[src/rtl/serial_bus_arbiter.sv]
// Round-robin arbiter for a shared serial bus with one outstanding split transaction.
// A split master is handed the bus back with top priority once its slave signals completion.
module serial_bus_arbiter #(
    parameter int unsigned NUM_MASTERS = 2,
    parameter int unsigned SEL_WIDTH   = 1
) (
    input  logic                   clk,
    input  logic                   rst,
    input  logic [NUM_MASTERS-1:0] mbreq,
    output logic [NUM_MASTERS-1:0] mbgrant,
    output logic [NUM_MASTERS-1:0] msplit,
    output logic [SEL_WIDTH-1:0]   msel,
    output logic                   bus_busy,
    input  logic                   split_req,
    input  logic                   split_done,
    output logic                   split_en
);

    typedef enum logic {
        ST_IDLE,
        ST_OWNED
    } state_t;

    state_t                 state_q, state_d;
    logic [NUM_MASTERS-1:0] mbgrant_q, mbgrant_d;
    logic [NUM_MASTERS-1:0] msplit_q, msplit_d;
    logic [SEL_WIDTH-1:0]   msel_q, msel_d;
    logic [SEL_WIDTH-1:0]   rr_ptr_q, rr_ptr_d;
    logic [SEL_WIDTH-1:0]   split_id_q, split_id_d;
    logic                   split_pending_q, split_pending_d;
    logic                   done_latched_q, done_latched_d;
    logic                   bus_busy_q, bus_busy_d;

    always_comb begin
        logic                   found;
        logic [NUM_MASTERS-1:0] eligible;
        int unsigned            idx;

        state_d         = state_q;
        mbgrant_d       = mbgrant_q;
        msplit_d        = msplit_q;
        msel_d          = msel_q;
        rr_ptr_d        = rr_ptr_q;
        split_id_d      = split_id_q;
        split_pending_d = split_pending_q;
        done_latched_d  = done_latched_q;
        found           = 1'b0;
        eligible        = '0;
        idx             = 0;

        if (split_pending_q && split_done) begin
            done_latched_d = 1'b1;
        end

        case (state_q)
            ST_IDLE: begin
                mbgrant_d = '0;
                if (split_pending_q && done_latched_q) begin
                    // Split return outranks round-robin; if the master gave up, drop the split.
                    if (mbreq[split_id_q]) begin
                        found                 = 1'b1;
                        mbgrant_d[split_id_q] = 1'b1;
                        msel_d                = split_id_q;
                        state_d               = ST_OWNED;
                    end
                    msplit_d        = '0;
                    split_pending_d = 1'b0;
                    done_latched_d  = 1'b0;
                end
                if (!found) begin
                    eligible = mbreq;
                    if (split_pending_d) begin
                        eligible[split_id_q] = 1'b0;
                    end
                    for (int unsigned i = 0; i < NUM_MASTERS; i++) begin
                        idx = int'(rr_ptr_q) + i;
                        if (idx >= NUM_MASTERS) begin
                            idx = idx - NUM_MASTERS;
                        end
                        if (!found && eligible[idx]) begin
                            found          = 1'b1;
                            mbgrant_d[idx] = 1'b1;
                            msel_d         = SEL_WIDTH'(idx);
                            rr_ptr_d       = (idx == NUM_MASTERS - 1) ? '0 : SEL_WIDTH'(idx + 1);
                            state_d        = ST_OWNED;
                        end
                    end
                end
            end
            ST_OWNED: begin
                if (split_req && !split_pending_q) begin
                    split_pending_d  = 1'b1;
                    split_id_d       = msel_q;
                    msplit_d[msel_q] = 1'b1;
                    done_latched_d   = 1'b0;
                    mbgrant_d        = '0;
                    state_d          = ST_IDLE;
                end else if (!mbreq[msel_q]) begin
                    mbgrant_d = '0;
                    state_d   = ST_IDLE;
                end
            end
            default: begin
                mbgrant_d = '0;
                state_d   = ST_IDLE;
            end
        endcase

        bus_busy_d = |mbgrant_d;
    end

    always_ff @(posedge clk) begin
        if (rst) begin
            state_q         <= ST_IDLE;
            mbgrant_q       <= '0;
            msplit_q        <= '0;
            msel_q          <= '0;
            rr_ptr_q        <= '0;
            split_id_q      <= '0;
            split_pending_q <= 1'b0;
            done_latched_q  <= 1'b0;
            bus_busy_q      <= 1'b0;
        end else begin
            state_q         <= state_d;
            mbgrant_q       <= mbgrant_d;
            msplit_q        <= msplit_d;
            msel_q          <= msel_d;
            rr_ptr_q        <= rr_ptr_d;
            split_id_q      <= split_id_d;
            split_pending_q <= split_pending_d;
            done_latched_q  <= done_latched_d;
            bus_busy_q      <= bus_busy_d;
        end
    end

    assign mbgrant  = mbgrant_q;
    assign msplit   = msplit_q;
    assign msel     = msel_q;
    assign bus_busy = bus_busy_q;
    assign split_en = ~split_pending_q;

    grant_onehot: assert property (@(posedge clk) disable iff (rst) $onehot0(mbgrant_q));

endmodule

[config.mk]
export PLATFORM = sky130hd
export DESIGN_NAME = serial_bus_arbiter
export DESIGN_NICKNAME = d
export VERILOG_FILES = /design/src/rtl/serial_bus_arbiter.sv
export SDC_FILE = /design/constraint.sdc
export NUM_CORES = 1
export LEC_CHECK = 0
export ABC_AREA = 0
export CAP_MARGIN = 30
export CORE_AREA = 2 2 39 41
export DETAILED_ROUTE_END_ITERATION = 7
export DIE_AREA = 0 0 41 43
export GPL_ROUTABILITY_DRIVEN = 1
export GPL_TIMING_DRIVEN = 1
export PLACE_DENSITY = 0.76
export SLEW_MARGIN = 20
export SYNTH_ARGS = -nofsm -noshare
export SYNTH_HDL_FRONTEND = slang
export SYNTH_SLANG_ARGS = --single-unit
[constraint.sdc]
create_clock -name clk -period 2.7 [get_ports clk]
set_clock_uncertainty 0.2 [all_clocks]
set_input_delay 0.54 -clock clk [delete_from_list [all_inputs] [get_ports clk]]
set_output_delay 0.54 -clock clk [all_outputs]
set_load 0.01 [all_outputs]
== After elaboration in Yosys (flattened, before gate mapping) ==
Cells that the tools add are included.
Widths: inputs -> output; s select.
Cells by class
  add/subtract/negate cells: 5
  multipliers: 0
  divide/modulo/power cells: 0
  order comparisons: 10
  equality and inequality tests: 4
  shift operators: 0
  multiplexer cells: 68
  bitwise logic cells: 8
  reduce and logical (&&, ||, !) cells: 17
Operator list (number)
  $mux 32: 6
  $eq 32x1->1 const B: 2
  $ge 32x1->1 const B: 2
  $lt 32x2->1 const B: 2
  $mux 1: 38
  $mux 2: 15
  $logic_and 1x1->1: 9
  $pmux 2 s2: 2
  $or 2x2->2: 3
  $pmux 1 s2: 3
  $demux 1 s1: 4
  $lt 1x2->1 const B: 2
  $reduce_and 2->1: 2
  $logic_not 1->1: 3
  $not 1->1: 3
  $reduce_and 3->1: 1
  $sub 1x2->3 const B: 1
  $sub 2x2->3 const B: 1
  $add 1x1->1 const B: 2
  $add 1x1->2 const B: 1
  $and 2x2->2: 1
  $ge 1x1->1 const B: 2
  $ge 1x2->1 const B: 1
  $ge 2x2->1 const B: 1
  5 further kinds: 5
Word-level totals
  flip-flop bits (word level): 11
  latch bits: 0
  memory bits (writable): 0
  bits in read-only memories: 0
  logic and storage cells: 121
  memories: 0

== Depth between registers and ports, before layout ==
Gate-level depths: netlist of the first run.
  word-level depth: 21
  gate-level depth with buffers: 5
  gate-level depth less buffers: 4

== Least setup slack after synthesis of the first run ==
OpenSTA, ideal clock, no wires.
  kind: input -> register
  start point: in split_req
  end point: reg bus_busy_q (netlist: bus_busy)
  arrival time: 1.204 ns
  required time: 2.366 ns
  setup slack: 1.162 ns
  stages: 4
  buffers on the path: 0
  cells stage by stage: and2b_1 nor3b_2 a221oi_1 o211ai_1
Between the ends
  longest elaborated chain between the ends: 4
RTL lines
  from (decl): line 14  | input logic split_req,
  $logic_and 1x1->1: line 91  | if (split_req && !split_pending_q) begin
  $mux 2: line 91
  $pmux 2 s2: line 55  | case (state_q)
  $reduce_or 2->1: line 109  | bus_busy_d = |mbgrant_d;
  to (signal assigned): line 132  | bus_busy_q <= bus_busy_d;
  to (decl): line 32  | logic bus_busy_q, bus_busy_d;
No other way between the ends.
A chain may end at the register's enable or synchronous reset.

== Worst setup path after layout of the first run ==
  start point: reg split_pending_q
  end point: out split_en
Between the ends
  longest elaborated chain between the ends: 1
RTL lines
  from (decl): line 30  | logic split_pending_q, split_pending_d;
  from (signal assigned): line 130  | split_pending_q <= split_pending_d;
  $not 1->1: line 140  | assign split_en = ~split_pending_q;
  to (decl): line 16  | output logic split_en
No other way between the ends.

==> summary.md, run 1 <==
| Metric | Value |
|---|---|
| Rows | 14 |
| Synth unique cells | 33 |
| RSZ-0062 raised after global routing | false |
| Clock tree root driver cell | clkbuf_4 |
| Mapped Cells | 70 |
| # DRC | 0 |
| DR WL/cell | 13.9 µm |
| Worst vdd ir | about 0.31 mV |
| Hpwl dp | 955 µm |
| # hold bufs at CTS | 0 |
| Layout area overhead | 19.0% |
| CTS tree | yes |
| Critical path's slowest cell | clkdlybuf4s50_1 |
| Critical path arrival | ~1.4 ns |
| Skew-Pair Late Insertion Delay | roughly 0.26 ns |
| Crit-path cells | buf_4, inv_1, clkdlybuf4s50_1 |
| Slowest stage delay, CP | roughly 0.54 ns |
| Post-CTS Setup Bufs | 0 |
| Initial core utilization | 47.1% |
| Setup TNS | 0 ns |
| Hold Path Class | flip-flop to flip-flop |
| First-pass GRT wire length | 2290 µm |
| Final worst slack | ~0.61 ns |
| Final WL | 1370 µm |
| Vias per inst | 6.02 |
| Slew headroom | 64.1% |
| Maxcap violations | 0 |
| Final cell count without fillers | roughly 100 |
| Post-route ant nets | 0 |
| Die Y | 43 µm |
| Final Hold Viols | 0 |
| Num CTS Buffers | 3 |
| Total iterations of the first detailed-routing run | 4 |
| H-Tree Level Count | 1 |
| Mean Syn Cell Area | 9.31 µm² |
| Crit path kind | flip-flop to primary output |
| Vias in the first global route | 515 |
| WP data required | approximately 2.0 ns |
| DP Cell Count | between 90 and 100 |
| DR iter-0 viols | 29 |
| Clock transition at path regs | 0.07 ns |
| Crit path time final | 2.09 ns |
| Initial antenna violation count | 0 |
| Clock Path Buffers | 2 |
| Final Cycle Share | 77.4% |
| CP Launch Type | flip-flop |
| PostCTS Resize Cnt | 0 |
| Leak | 0.266 nW |
| Yosys reg bits | 11 |
| Slew of the pin with the lowest slew margin | 0.537 ns |
| Crit path max-delay family | buffers and inverters |
| Core outline area | 1380 µm² |
| YS warnings | 0 |
| Fmax | 0.478 GHz |
| CTS Sinks | 11 |
| PortBufs | 12 |
| I/O Pins | 13 |
| Max FO, Critical Path | 12 |
| Final antenna diode count | 0 |
| Pins over their slew limit | 0 |
| Crit path capture type | primary output |
| Place WS | around 0.43 ns |
| Tot GR Track Use | 19.4% |
| Endpoints failing setup | 0 |
| Syn nets | between 70 and 80 |
| Congestion Overflow GR | 0 |
| Largest net degree at the start of global routing | 14 |
| Post-synthesis sequential area ratio | 33.8% |
| Status | finished clean |
| Mapped cell area | 652 µm² |
| Worst hold margin | 0.316 ns |
| GP Congestion | 0.831 |
| WP buf/inv | 3 |
| Share of cells above drive strength 1 | 13.4% |
| Vias | 590 |
| Die ar. | 1760 µm² |
| Total Nets Final | 89 |
| Die W | 41 µm |
| Pwr per Cell Area | 503 nW/µm² |
worst min-delay path, cell delays in order, from the launching register on:
cell and delay (ns):
dfxtp_1 0.32, nand3b_1 0.10, nand2_1 0.06
power by group:
| part | internal (mW) | switching, mW |
|---|---|---|
| combinational | 0.0458 | 0.0439 |
| clock | 0.0571 | 0.0531 |
| sequential | 0.175 | 0.0156 |
| total | 0.278 | 0.113 |
kinds of logic (layout without fill, tap and decap cells):
| family | after synthesis | count (layout) | synth area share [%] |
|---|---|---|---|
| compound gates | 21 | 21 | 27.4 |
| buf+inv | 9 | 21 | 9.98 |
| flops | 11 | 11 | 33.8 |
| mux | 2 | 2 | 3.84 |
| simple gates | 27 | 27 | 24.9 |
layout make-up:
type,instances,area [µm²]
fillers,130,608
multi-input cells,50,367
flip-flops and latches,11,220
repair buffers,13,128
clock buffers,4,26.3
well taps,16,20.0
inverters,4,15.0
placed cells by master (no fill, tap or decap), types with 2 or more instances in the layout:
cell type,count
nand3_1,3
nor3b_1,2
nand3b_1,2
a31oi_1,2
nor4_1,2
nor3_1,3
nand2_1,3
o21ai_0,3
nor2_1,5
clkdlybuf4s50_1,12
dfxtp_1,11
clkbuf_4,3
nand2b_1,2
a21oi_1,5
inv_1,4
cells in the mapped netlist:
cell	count	share of area, %
a311oi_1	1	1.3
a31oi_1	2	1.9
nor3_1	3	2.3
o2bb2ai_1	1	1.3
o211ai_1	1	1.2
nor3b_1	2	2.3
and2b_1	1	1.2
nor2_1	5	2.9
o41ai_2	1	2.5
nor3b_2	1	1.9
nor4_1	2	1.9
a2111oi_4	1	4.2
nand2b_1	2	1.9
mux2_4	1	2.3
nand3_1	3	2.3
nand2_1	3	1.7
mux2i_1	1	1.5
nand3b_1	2	2.3
buf_6	4	6.9
o21ai_0	3	2.3
a211oi_1	1	1.2
a211o_1	1	1.3
a221oi_1	1	1.3
nand3_2	1	1.5
buf_2	1	0.77
nor2_4	1	1.7
dfxtp_1	11	34
a21oi_1	5	3.8
a21bo_1	1	1.5
a31oi_2	1	1.9
inv_1	4	2.3
and2_1	1	0.96
o21ba_1	1	1.5
final timing paths:
path | slack [ns] | from | to | cells after the start
hold reg to reg | 0.32 | mbgrant[1]$_SDFF_PP0_ | mbgrant[1]$_SDFF_PP0_ | 2
hold / removal | 0.32 | mbgrant[1]$_SDFF_PP0_ | mbgrant[1]$_SDFF_PP0_ | 2
setup reg to reg | 1.01 | state_q$_SDFF_PP0_ | bus_busy$_SDFF_PP0_ | 4
setup / recovery | 0.61 | split_pending_q$_SDFFE_PP0P_ | split_en | 3
metrics by stage:
stage | cell area, µm² | utilization, % | power [mW]
final | 776 | 56.1 | 0.390
after global routing | 776 | 56.1 | 0.414
after CTS | 776 | 56.1 | 0.394
after detailed placement | 749 | 54.2 | 0.282
after global placement | 749 | 54.2 | 0.282
after floorplan | 652 | - | 0.251
sequential cells by signal (all words and copies together) (netlist names):
signal / count
bus_busy: 1
done_latched_q: 1
mbgrant: 2
msel: 1
msplit: 2
rr_ptr_q: 1
split_id_q: 1
split_pending_q: 1
state_q: 1
per-layer routing:
metal / wire length (µm) / global-route usage, % / vias to the layer above
met3: 96 / 3.66 / 4
li1: - / - / 288
met1: 634 / 26.0 / 274
met4: 31 / 13.3 / 0
met5: 0 / 0 / -
met2: 604 / 26.9 / 24
Note: power is estimated with default switching activity, not from simulation.
==> run 2: changes to the inputs <==
--- a/config.mk
+++ b/config.mk
@@ -7,12 +7,12 @@
 export LEC_CHECK = 0
 export ABC_AREA = 0
 export CAP_MARGIN = 30
-export CORE_AREA = 2 2 39 41
+export CORE_MARGIN = 2
+export CORE_UTILIZATION = 44
 export DETAILED_ROUTE_END_ITERATION = 7
-export DIE_AREA = 0 0 41 43
 export GPL_ROUTABILITY_DRIVEN = 1
 export GPL_TIMING_DRIVEN = 1
-export PLACE_DENSITY = 0.76
+export PLACE_DENSITY = 0.73
 export SLEW_MARGIN = 20
 export SYNTH_ARGS = -nofsm -noshare
 export SYNTH_HDL_FRONTEND = slang
==> constraint.sdc (replaced) <==
create_clock -name clk -period 1.8 [get_ports clk]
set_clock_uncertainty 0.2 [all_clocks]
set_input_delay 0.36 -clock clk [delete_from_list [all_inputs] [get_ports clk]]
set_output_delay 0.36 -clock clk [all_outputs]
set_load 0.01 [all_outputs]
==> run 2 against run 1 <==
Worst setup slack got worse by 0.55 ns. Register-to-register slack lost 0.83 ns. Non-clock buffer count grew 11. Largest cell class unchanged. Largest power group unchanged.
==> summary.md, run 2 (synthesis gave the netlist of run 1 again) <==
| Metric | Value |
|---|---|
| Vias per inst | 5.63 |
| Worst hold margin | 0.331 ns |
| Rows | 13 |
| Die W | 42.5 µm |
| # hold bufs at CTS | 0 |
| Final cell count without fillers | 108 |
| Maxcap violations | 0 |
| Fmax | 0.575 GHz |
| H-Tree Level Count | 1 |
| Reg-to-reg slack, setup | roughly 0.18 ns |
| Worst vdd ir | 0.334 mV |
| Min-Delay Endpoint | msplit[1]$_SDFFE_PP0P_ |
| Vias in the first global route | between 500 and 600 |
| PostCTS Resize Cnt | 1 |
| Die Y | 42.5 µm |
| Worst Min Path Start | msplit[1]$_SDFFE_PP0P_ |
| Hold Crit Depth | 2 |
| Comb power frac | 25.6% |
| Skew-Pair Late Insertion Delay | 0.27 ns |
| Post-route ant nets | 0 |
| Clock Path Buffers | 2 |
| RSZ-0062 raised after global routing | false |
| Core outline area | 1350 µm² |
| Total iterations of the first detailed-routing run | 4 |
| I/O Pins | 13 |
| # DRC | 0 |
| Max FO, Critical Path | 2 |
| Num CTS Buffers | 3 |
| Pwr per Cell Area | 701 nW/µm² |
| FF-to-FF path depth | 4 |
| Clock power share | 27.6% |
| Final Hold Viols | 0 |
| Clock tree root driver cell | clkbuf_4 |
| Hpwl dp | 1160 µm |
| CP Launch Type | flip-flop |
| Clock transition at path regs | around 0.070 ns |
| Total Nets Final | 100 |
| Leading cell type in the layout, fill and taps excluded | buf_4 |
| DR iter-0 viols | 14 |
| WP buf/inv | 1 |
| First-pass GRT wire length | 2610 µm |
| P_sw | 0.178 mW |
| Post-CTS Setup Bufs | 0 |
| Slew of the pin with the lowest slew margin | around 0.33 ns |
| Largest net degree at the start of global routing | 11 |
| Hold Path Class | flip-flop to flip-flop |
| PortBufs | 12 |
| Critical path's slowest cell | clkdlybuf4s50_1 |
| Crit path max-delay family | buffers and inverters |
| Tot GR Track Use | about a fifth |
| Slew headroom | 77.7% |
| Final Util | 64.6% |
| Crit path time final | 1.74 ns |
| Final antenna diode count | 0 |
| Congestion Overflow GR | 0 |
| Die ar. | between 1500 and 2000 µm² |
| Endpoints failing setup | 0 |
| Initial core utilization | between 40% and 50% |
| Final WL | 1520 µm |
| Most frequent cells in the layout | buf_4 (12), dfxtp_1 (10), clkdlybuf4s50_1 (9), a21oi_1 (5), nor2_1 (5) |
| Final Cycle Share | 96.7% |
| Crit-path cells | clkdlybuf4s50_1 |
| Crit path capture type | primary output |
| Filler cells | 117 |
| Slowest stage delay, CP | 0.55 ns |
| Layout area overhead | 33.8% |
| Internal Power | 0.433 mW |
| DR WL/cell | 14.1 µm |
| DP Cell Count | 104 |
| Crit path kind | flip-flop to primary output |
| Switch share | roughly 30% |
| Critical R2R Capture | bus_busy$_SDFF_PP0_ |
| WP data required | ~1.2 ns |
| Status | finished clean |
| GP Congestion | 0.806 |
| Leak | 0.350 nW |
| Share of cells above drive strength 1 | 25.8% |
| Vias | 608 |
| Pins over their slew limit | 0 |
| Reg2reg start | split_id_q$_SDFFE_PP0P_ |
| Critical path arrival | roughly 1.2 ns |
| Sequential power share | 46.8% |
| Initial antenna violation count | 0 |
| CTS tree | yes |
| CTS Sinks | 11 |
[run 2: cell count changes in the layout (fill, tap and decap cells not counted)]
| cell | delta |
|---|---|
| buf_4 | +11 |
| clkdlybuf4s50_1 | -3 |
| dlymetal6s2s_1 | +3 |
| a221oi_1 | -1 |
| a221oi_2 | +1 |
| dfxtp_1 | -1 |
| dfxtp_2 | +1 |
[run 2: how the worst max path moves through the flow]
| stage | depth (start not counted) | from | end | slack (ns) |
|---|---|---|---|---|
| 3_3_place_gp | 5 | mbreq[0] | bus_busy$_SDFF_PP0_ | -0.22 |
| 4_1_cts | 2 | split_pending_q$_SDFFE_PP0P_ | split_en | 0.03 |
| 2_1_floorplan | 4 | msel$_SDFFE_PP0N_ | bus_busy$_SDFF_PP0_ | 0.31 |
| 6_report | 1 | mbgrant[0]$_SDFF_PP0_ | mbgrant[0] | 0.06 |
| 3_5_place_dp | 5 | mbreq[0] | bus_busy$_SDFF_PP0_ | -0.24 |
| 5_1_grt | 1 | mbgrant[0]$_SDFF_PP0_ | mbgrant[0] | 0.04 |
[run 2: metrics by stage]
step                      total power, mW  cell area, µm²  setup TNS, ns  setup slack (ns)
final                               0.611             872              0            0.0596
after global routing                0.651             872              0            0.0387
after CTS                           0.616             858              0            0.0297
after detailed placement            0.445             831         -0.839            -0.245
after global placement              0.441             831         -0.762            -0.220
after floorplan                     0.377             652              0             0.313
[run 2: layer usage]
metal | wire [µm] | share of wire (%) | track usage [%]
met1 | 729 | 48 | 26.0
met2 | 684 | 45 | 28.9
met3 | 60 | 3.9 | 3.02
met4 | 46 | 3.0 | 11.3
met5 | 0 | 0 | 0
[run 2: cell type report]
cell class / instances / area, µm² / share of cell area (%)
Multi-Input combinational cell: 50 / 373 / 42.8
Sequential cell: 11 / 221 / 25.4
Timing Repair Buffer: 24 / 218 / 25.0
Clock buffer: 4 / 26.3 / 3.01
Tap cell: 15 / 18.8 / 2.15
Inverter: 4 / 15.0 / 1.72
[run 2: worst register-to-register path, cell delays in order (launching register included)]
cell	delay [ns]
dfxtp_1	0.51
mux2_4	0.23
nand3_2	0.10
a31oi_2	0.30
o211ai_1	0.14
[run 2: power by group through the flow]
stage               Combinational [mW]  Clock, mW  Sequential (mW)
CTS                              0.156      0.175            0.285
global route                     0.169      0.193            0.289
global placement                 0.152          0            0.289
finish                           0.157      0.168            0.286
detailed placement               0.155          0            0.290
floorplan                       0.0913          0            0.286
==> run 3: changes to the inputs <==
--- a/config.mk
+++ b/config.mk
@@ -8,11 +8,10 @@
 export ABC_AREA = 0
 export CAP_MARGIN = 30
 export CORE_MARGIN = 2
-export CORE_UTILIZATION = 44
+export CORE_UTILIZATION = 48
 export DETAILED_ROUTE_END_ITERATION = 7
 export GPL_ROUTABILITY_DRIVEN = 1
-export GPL_TIMING_DRIVEN = 1
-export PLACE_DENSITY = 0.73
+export PLACE_DENSITY = 0.75
 export SLEW_MARGIN = 20
 export SYNTH_ARGS = -nofsm -noshare
 export SYNTH_HDL_FRONTEND = slang
==> constraint.sdc (replaced) <==
create_clock -name clk -period 1.7 [get_ports clk]
set_clock_uncertainty 0.2 [all_clocks]
set_input_delay 0.34 -clock clk [delete_from_list [all_inputs] [get_ports clk]]
set_output_delay 0.34 -clock clk [all_outputs]
set_load 0.01 [all_outputs]
==> run 3 against run 2 <==
Largest cell class unchanged. Total power is 5.1% higher. Sequential share of layout area is 0.50 points higher. Critical path depth stayed put. Worst setup slack better by 0.0038 ns. Count of clock-buffer cells in the layout stayed put.
==> summary.md, run 3 (synthesis gave the netlist of run 1 again) <==
| Metric | Value |
|---|---|
| Final Hold Viols | 0 |
| H-Tree Level Count | 1 |
| # hold bufs at CTS | 0 |
| Congestion Overflow GR | 0 |
| RSZ-0062 raised after global routing | false |
| Final worst slack | 0.0634 ns |
| CTS Sinks | 11 |
| Crit path max-delay family | buffers and inverters |
| Crit-path cells | clkdlybuf4s50_1 |
| Maxcap violations | 0 |
| Hpwl dp | 1110 µm |
| Largest net degree at the start of global routing | 11 |
| Die ar. | 1670 µm² |
| GR Util met1 | a little under a third |
| I/O Pins | 13 |
| GRT busiest layer | met1 |
| Critical path's slowest cell | clkdlybuf4s50_1 |
| Layout area overhead | 33.4% |
| Vias | 613 |
| Slowest stage delay, CP | 0.52 ns |
| Initial core utilization | 50.7% |
| Crit path capture type | primary output |
| Status | finished clean |
| Leading cell type in the layout, fill and taps excluded | buf_4 |
| M2 GR Usage | 30.9% |
| GP Congestion | around 0.83 |
| Share of cells above drive strength 1 | about 28% |
| Endpoints failing setup | 0 |
| Slew headroom | 79.9% |
| First-pass GRT wire length | 2320 µm |
| Tot GR Track Use | 21.9% |
| Die W | 40.9 µm |
| CP Launch Type | flip-flop |
| Final Util | 67.7% |
| WP buf/inv | 1 |
| Initial antenna violation count | 0 |
| Post-route ant nets | 0 |
| Crit path kind | flip-flop to primary output |
| Crit path time final | 1.64 ns |
| Final WL | 1490 µm |
| Skew-Pair Late Insertion Delay | 0.27 ns |
| # DRC | 0 |
| Place WS | -0.311 ns |
| Final antenna diode count | 0 |
| Num CTS Buffers | 3 |
| Slew of the pin with the lowest slew margin | 0.301 ns |
| M3 GR Usage | 4.89% |
| Die Y | 40.9 µm |
| Worst hold margin | between 0.3 and 0.4 ns |
| DR WL/cell | 13.9 µm |
| Final Cycle Share | approximately 96% |
| PortBufs | 12 |
| Pwr per Cell Area | 739 nW/µm² |
| Pins over their slew limit | 0 |
| Core outline area | 1280 µm² |
| CTS tree | yes |
| WP data required | 1.16 ns |
| Pwr Total | 0.642 mW |
| Critical path arrival | 1.10 ns |
| Worst vdd ir | 0.549 mV |
| Final cell count without fillers | 107 |
| Most frequent cells in the layout | buf_4 (11), dfxtp_1 (7), a21oi_1 (5), nor2_1 (5), dlymetal6s2s_1 (5) |
| Hold Path Class | flip-flop to flip-flop |
| Leak | 0.400 nW |
| DP Cell Count | 103 |
| Clock transition at path regs | about 0.070 ns |
| Total Nets Final | just under 100 |
| Total iterations of the first detailed-routing run | 4 |
| Max FO, Critical Path | 1 |
| Clock tree root driver cell | clkbuf_4 |
| Rows | 13 |
| Vias per inst | 5.73 |
| Vias in the first global route | 496 |
| Fmax | 0.611 GHz |
| Clock Path Buffers | 2 |
| DR iter-0 viols | 16 |
-- run 3: cell count changes in the layout (fill, tap and decap cells not counted) --
cell             before  now
dfxtp_2               1    4
clkdlybuf4s50_1       9    4
dlymetal6s2s_1        3    5
buf_4                12   11
dlygate4sd2_1         0    3
dfxtp_1              10    7
-- run 3: worst paths after layout --
check / start / to / slack, ns / depth (start not counted)
hold / removal: mbgrant[1]$_SDFF_PP0_ / mbgrant[1]$_SDFF_PP0_ / 0.30 / 2
setup reg to reg: split_pending_q$_SDFFE_PP0P_ / bus_busy$_SDFF_PP0_ / 0.19 / 5
hold reg to reg: mbgrant[1]$_SDFF_PP0_ / mbgrant[1]$_SDFF_PP0_ / 0.30 / 2
setup / recovery: bus_busy$_SDFF_PP0_ / bus_busy / 0.06 / 1
-- run 3: power by group --
group | internal, mW | switching, mW | leakage (nW)
sequential | 0.279 | 0.0230 | 0.0921
combinational | 0.0836 | 0.0759 | 0.293
clock | 0.0910 | 0.0898 | 0.0150
-- run 3: repair_timing --
item,4_1_cts,5_1_grt
buffers inserted,0,0
pin swaps,0,0
endpoints found under the setup margin,4,6
gates resized for setup,5,8
-- run 3: area by class of cell --
cell class | count | area [µm²]
clock buffers | 4 | 26.3
fillers | 112 | 415
multi-input cells | 50 | 373
inverters | 4 | 15.0
repair buffers | 23 | 211
well taps | 15 | 18.8
flip-flops and latches | 11 | 225
-- run 3: routing by layer --
layer	vias to the layer above	share of wire, %
met5	-	0
met4	0	1.5
met3	2	3.5
met2	17	46
met1	288	48
li1	306	-
-- run 3: per-stage QoR --
step | instance area, µm² | setup TNS [ns]
finish | 870 | 0
CTS | 848 | 0
detailed placement | 823 | -1.46
global placement | 823 | -1.19
global route | 870 | 0
floorplan | 652 | 0
